### config.mk
export PLATFORM = sky130hd
export DESIGN_NAME = mem_port_arbiter
export DESIGN_NICKNAME = d
export VERILOG_FILES = /design/src/rtl/mips_pkg.sv /design/src/rtl/arb_starve_cnt.sv /design/src/rtl/mem_port_arbiter.sv
export SDC_FILE = /design/constraint.sdc
export NUM_CORES = 1
export LEC_CHECK = 0
export BUFFER_PORTS_ARGS = -buffer_cell sky130_fd_sc_hd__buf_2
export CORE_MARGIN = 2
export CORE_UTILIZATION = 45
export DETAILED_ROUTE_END_ITERATION = 10
export PLACE_DENSITY = 0.89
export SLEW_MARGIN = 10
export SYNTH_ARGS = -nofsm -noshare
export SYNTH_HDL_FRONTEND = slang
export SYNTH_SLANG_ARGS = --single-unit
### constraint.sdc
create_clock -name clk -period 5.7 [get_ports clk]
set_input_delay 0.855 -clock clk [delete_from_list [all_inputs] [get_ports clk]]
set_output_delay 0.855 -clock clk [all_outputs]
set_load 0.1 [all_outputs]
### src/rtl/mips_pkg.sv
// ============================================================================
// Module      : mips_pkg
// Description : Shared arbiter state encoding and starvation-limit default.
// Revision    : 1.0 - initial release
// ============================================================================
`default_nettype none

package mips_pkg;

    typedef enum logic [1:0] {
        ST_IDLE   = 2'd0,
        ST_BUSY_I = 2'd1,
        ST_BUSY_D = 2'd2,
        ST_DRAIN  = 2'd3
    } arb_state_t;

    localparam int STARVE_MAX_DEF = 4;

endpackage

`default_nettype wire

### src/rtl/arb_starve_cnt.sv
// ============================================================================
// Module      : arb_starve_cnt
// Description : Saturating count of data-port wins taken while fetch waits.
// Revision    : 1.0 - initial release
// ============================================================================
`default_nettype none

module arb_starve_cnt
    import mips_pkg::*;
#(
    parameter int STARVE_MAX = STARVE_MAX_DEF
) (
    input  logic clk,
    input  logic rst,
    input  logic inc,
    input  logic clr,
    output logic sat
);

    localparam int                 c_cnt_w = $clog2(STARVE_MAX + 1);
    localparam logic [c_cnt_w-1:0] c_max   = c_cnt_w'(STARVE_MAX);

    logic [c_cnt_w-1:0] r_count;

    always_ff @(posedge clk or posedge rst) begin
        if (rst) begin
            r_count <= '0;
        end else if (clr) begin
            r_count <= '0;
        end else if (inc && (r_count != c_max)) begin
            r_count <= r_count + 1'b1;
        end
    end

    assign sat = (r_count == c_max);

endmodule

`default_nettype wire

### src/rtl/mem_port_arbiter.sv
// ============================================================================
// Module      : mem_port_arbiter
// Description : Fetch/data arbiter onto one single-port memory, with
//               starvation guard for fetch and flush-drain of stale fetches.
// Revision    : 1.0 - initial release
// ============================================================================
`default_nettype none

module mem_port_arbiter
    import mips_pkg::*;
#(
    parameter int STARVE_MAX = STARVE_MAX_DEF
) (
    input  logic        clk,
    input  logic        rst,
    input  logic        if_req,
    input  logic [31:0] if_addr,
    output logic [31:0] if_rdata,
    output logic        if_ready,
    input  logic        flush,
    input  logic        d_req,
    input  logic        d_we,
    input  logic        d_byte,
    input  logic [31:0] d_addr,
    input  logic [31:0] d_wdata,
    output logic [31:0] d_rdata,
    output logic        d_ready,
    output logic        mem_en,
    output logic        mem_we,
    output logic        mem_byte,
    output logic [31:0] mem_addr,
    output logic [31:0] mem_wdata,
    input  logic [31:0] mem_rdata,
    input  logic        mem_ack
);

    arb_state_t r_state;

    logic w_if_elig;
    logic w_d_elig;
    logic w_sat;
    logic w_grant_i;
    logic w_grant_d;

    // A port whose ready pulse is high this cycle is still holding its old
    // request, so it must not be granted again.
    assign w_if_elig = if_req & ~if_ready;
    assign w_d_elig  = d_req  & ~d_ready;
    assign w_grant_i = (r_state == ST_IDLE) && w_if_elig && (!w_d_elig || w_sat);
    assign w_grant_d = (r_state == ST_IDLE) && w_d_elig && !w_grant_i;

    arb_starve_cnt #(
        .STARVE_MAX (STARVE_MAX)
    ) u_starve (
        .clk (clk),
        .rst (rst),
        .inc (w_grant_d & w_if_elig),
        .clr (w_grant_i),
        .sat (w_sat)
    );

    always_ff @(posedge clk or posedge rst) begin
        if (rst) begin
            r_state   <= ST_IDLE;
            if_rdata  <= '0;
            if_ready  <= 1'b0;
            d_rdata   <= '0;
            d_ready   <= 1'b0;
            mem_en    <= 1'b0;
            mem_we    <= 1'b0;
            mem_byte  <= 1'b0;
            mem_addr  <= '0;
            mem_wdata <= '0;
        end else begin
            if_ready <= 1'b0;
            d_ready  <= 1'b0;
            case (r_state)
                ST_IDLE: begin
                    if (w_grant_i) begin
                        r_state   <= ST_BUSY_I;
                        mem_en    <= 1'b1;
                        mem_we    <= 1'b0;
                        mem_byte  <= 1'b0;
                        mem_addr  <= if_addr;
                        mem_wdata <= '0;
                    end else if (w_grant_d) begin
                        r_state   <= ST_BUSY_D;
                        mem_en    <= 1'b1;
                        mem_we    <= d_we;
                        mem_byte  <= d_byte;
                        mem_addr  <= d_addr;
                        mem_wdata <= d_wdata;
                    end
                end
                ST_BUSY_I: begin
                    // A flush coinciding with the ack simply discards the word.
                    if (flush) begin
                        if (mem_ack) begin
                            r_state <= ST_IDLE;
                            mem_en  <= 1'b0;
                        end else begin
                            r_state <= ST_DRAIN;
                        end
                    end else if (mem_ack) begin
                        r_state  <= ST_IDLE;
                        mem_en   <= 1'b0;
                        if_rdata <= mem_rdata;
                        if_ready <= 1'b1;
                    end
                end
                ST_BUSY_D: begin
                    if (mem_ack) begin
                        r_state <= ST_IDLE;
                        mem_en  <= 1'b0;
                        mem_we  <= 1'b0;
                        d_ready <= 1'b1;
                        if (!mem_we) begin
                            d_rdata <= mem_rdata;
                        end
                    end
                end
                ST_DRAIN: begin
                    if (mem_ack) begin
                        r_state <= ST_IDLE;
                        mem_en  <= 1'b0;
                    end
                end
                default: begin
                    r_state <= ST_IDLE;
                    mem_en  <= 1'b0;
                    mem_we  <= 1'b0;
                end
            endcase
        end
    end

endmodule

`default_nettype wire
==> metrics.txt <==
post-CTS setup buffers 0; Slew Limit Fails 0; Final Hold Vio Count 0; PostCTS Resize Cnt 0; CP Data Arrival Time 2.90 ns; GRT overflow 0; initial antenna violation count 0; DRC violations left 0; Clock Tree Buf Depth 2; Die Wd 113 um; Worst Path Class, Setup flop to flop; type of element launching the critical path flop; Clock Pin Slew Worst Setup and Hold Paths 0.06 ns; DIE AREA 12700 um2; Final min period 2.61 ns; RSZ-0062 raised after global routing false; gr usage total 22.2%; syn avg cell area 13.4 um2; max_slew headroom 30.5%; average wire per standard cell 16.7 um; die height 113 um; hold_buf cts 0; 1st-iter DRT viols 252; synthesized net count 533; area grow syn2layout 40.4%; FF+latch count, synth 138; Fillers 870; Detail Route Antenna Nets 0; H-tree Lvls 4; vias 4238; Worst setup EP type flop; worst clock skew 0.0117 ns; final setup fails 0; max-cap violation count 0; Starting Density 46.2%; Total Routed Length 13.7 mm; CTS Sinks 138; post-DP HPWL 9.81 mm; Min-Delay Path Class flop to flop; Fin Setup TNS 0 ns; Vias/cell 5.17; CTS tree yes; first-pass GRT wire length 21.9 mm; sequential area share after synthesis 65.1%; vias in the first global route 4487; Max FO, Critical Path 34; final worst-path cycle share 45.7%; Final Util 64.9%; number of buffers created by CTS 17; Layout Cells excl Fill 819; share of layout cells above drive strength 1 55.9%; worst-margin pin slew 1.04 ns; clk_lat worst skew 0.41 ns; Placed Cells incl. Taps 786; Syn Inst Count 395; Row Count 39; Pre-Repair DR Iteration Count 4; Netlist cell types 27; number of nets in the layout 801; status completed; Cell Area, Synth 5300 um2; PortBufs 268; achievable frequency 0.383 GHz; core area 11500 um2; I/O pins 269; largest net degree at the start of global routing 80; data required time of the worst path 5.99 ns; Synth Warn # 0; commonest non-fill, non-tap cell in the layout buf_2; GPL Wtd Cong 0.794; most frequent cells in the layout 268 x buf_2, 138 x dfrtp_1, 65 x nor2_1, 65 x mux2_2, 34 x a22o_1; CTS Root Cell clkbuf_16
-- registers in the layout (all words and copies together) (netlist names) --
register          flops
mem_addr             32
d_ready               1
r_state               2
mem_we                1
if_rdata             32
if_ready              1
mem_wdata            32
mem_byte              1
d_rdata              32
u_starve.r_count      3
mem_en                1
-- worst max-delay path, cell delays in order, from the launching register on --
cell and delay, ns:
dfrtp_1 0.51, or4b_4 0.66, a21o_1 0.56, and3_4 0.51, a22o_1 0.24
-- synthesized netlist by cell type --
library cell	number	share of area [%]
dfrtp_1	138	65
nor2_1	66	4.7
mux2_2	65	14
a22o_1	34	5.6
o22ai_1	32	3.8
clkbuf_1	15	1.1
buf_6	7	1.5
o21ai_0	6	0.57
inv_1	5	0.35
nand2_1	5	0.35
buf_2	3	0.28
ha_1	2	0.47
nand3_1	2	0.19
nor3_1	2	0.19
a21boi_0	1	0.14
a21boi_1	1	0.14
a21o_1	1	0.14
a21oi_1	1	0.094
and2_1	1	0.12
and3_1	1	0.12
and3_4	1	0.21
nand2b_1	1	0.12
nor2b_1	1	0.12
nor4b_2	1	0.28
o211ai_1	1	0.14
o31ai_1	1	0.14
or4b_4	1	0.26
-- final timing paths --
path                                        start                   endpoint  slack, ns  cells past startpoint
setup / recovery           r_state[1]$_DFFE_PP0P_  mem_wdata[14]$_DFFE_PP0P_       3.09                      4
hold / removal                 mem_en$_DFFE_PP0P_         mem_en$_DFFE_PP0P_       0.47                      2
setup reg to reg           r_state[1]$_DFFE_PP0P_  mem_wdata[14]$_DFFE_PP0P_       3.09                      4
hold reg to reg                mem_en$_DFFE_PP0P_         mem_en$_DFFE_PP0P_       0.47                      2
max in group asynchronous                     rst   if_rdata[30]$_DFFE_PP0P_       3.90                      3
min in group asynchronous                     rst   mem_wdata[2]$_DFFE_PP0P_       0.57                      2
-- per-stage QoR --
stage	area [um2]	worst slack [ns]	hold WS [ns]
after global placement	6740	2.82	0.461
after global routing	7440	2.93	0.515
after detailed placement	6740	2.70	0.458
after CTS	7420	3.06	0.472
after floorplan	5300	1.15	0.464
final	7440	3.09	0.469
-- cell families after synthesis --
group,count (synthesis),share of synthesized area (%)
AND/OR/NAND/NOR,82,6.63
flip-flops,138,65.1
AO/OA/AOI/OAI,78,10.8
multiplexers,65,13.8
adder cells (fa/ha/maj),2,0.472
buffers and inverters,30,3.19
-- per-layer routing --
metal  vias up  global-route usage [%]  routed length, um
li1       1943                       -                  -
met1      2067                    26.1               5330
met2       209                    37.3               6970
met3        19                    7.72               1140
met4         0                    8.94                227
met5         -                       0                  0
-- cell type report --
type | count | area (um2) | area share [%]
multi-input combinational | 227 | 1710 | 22.9
clock buffer | 20 | 467 | 6.27
sequential | 138 | 3450 | 46.4
inverter | 5 | 23.8 | 0.319
clock inverter | 11 | 215 | 2.89
tap | 143 | 179 | 2.40
antenna | 1 | 2.50 | 0.0336
timing repair buffer | 274 | 1390 | 18.7
Power is not shown: default switching activity piles up to over one toggle a cycle in this logic, so the estimate is an artifact.
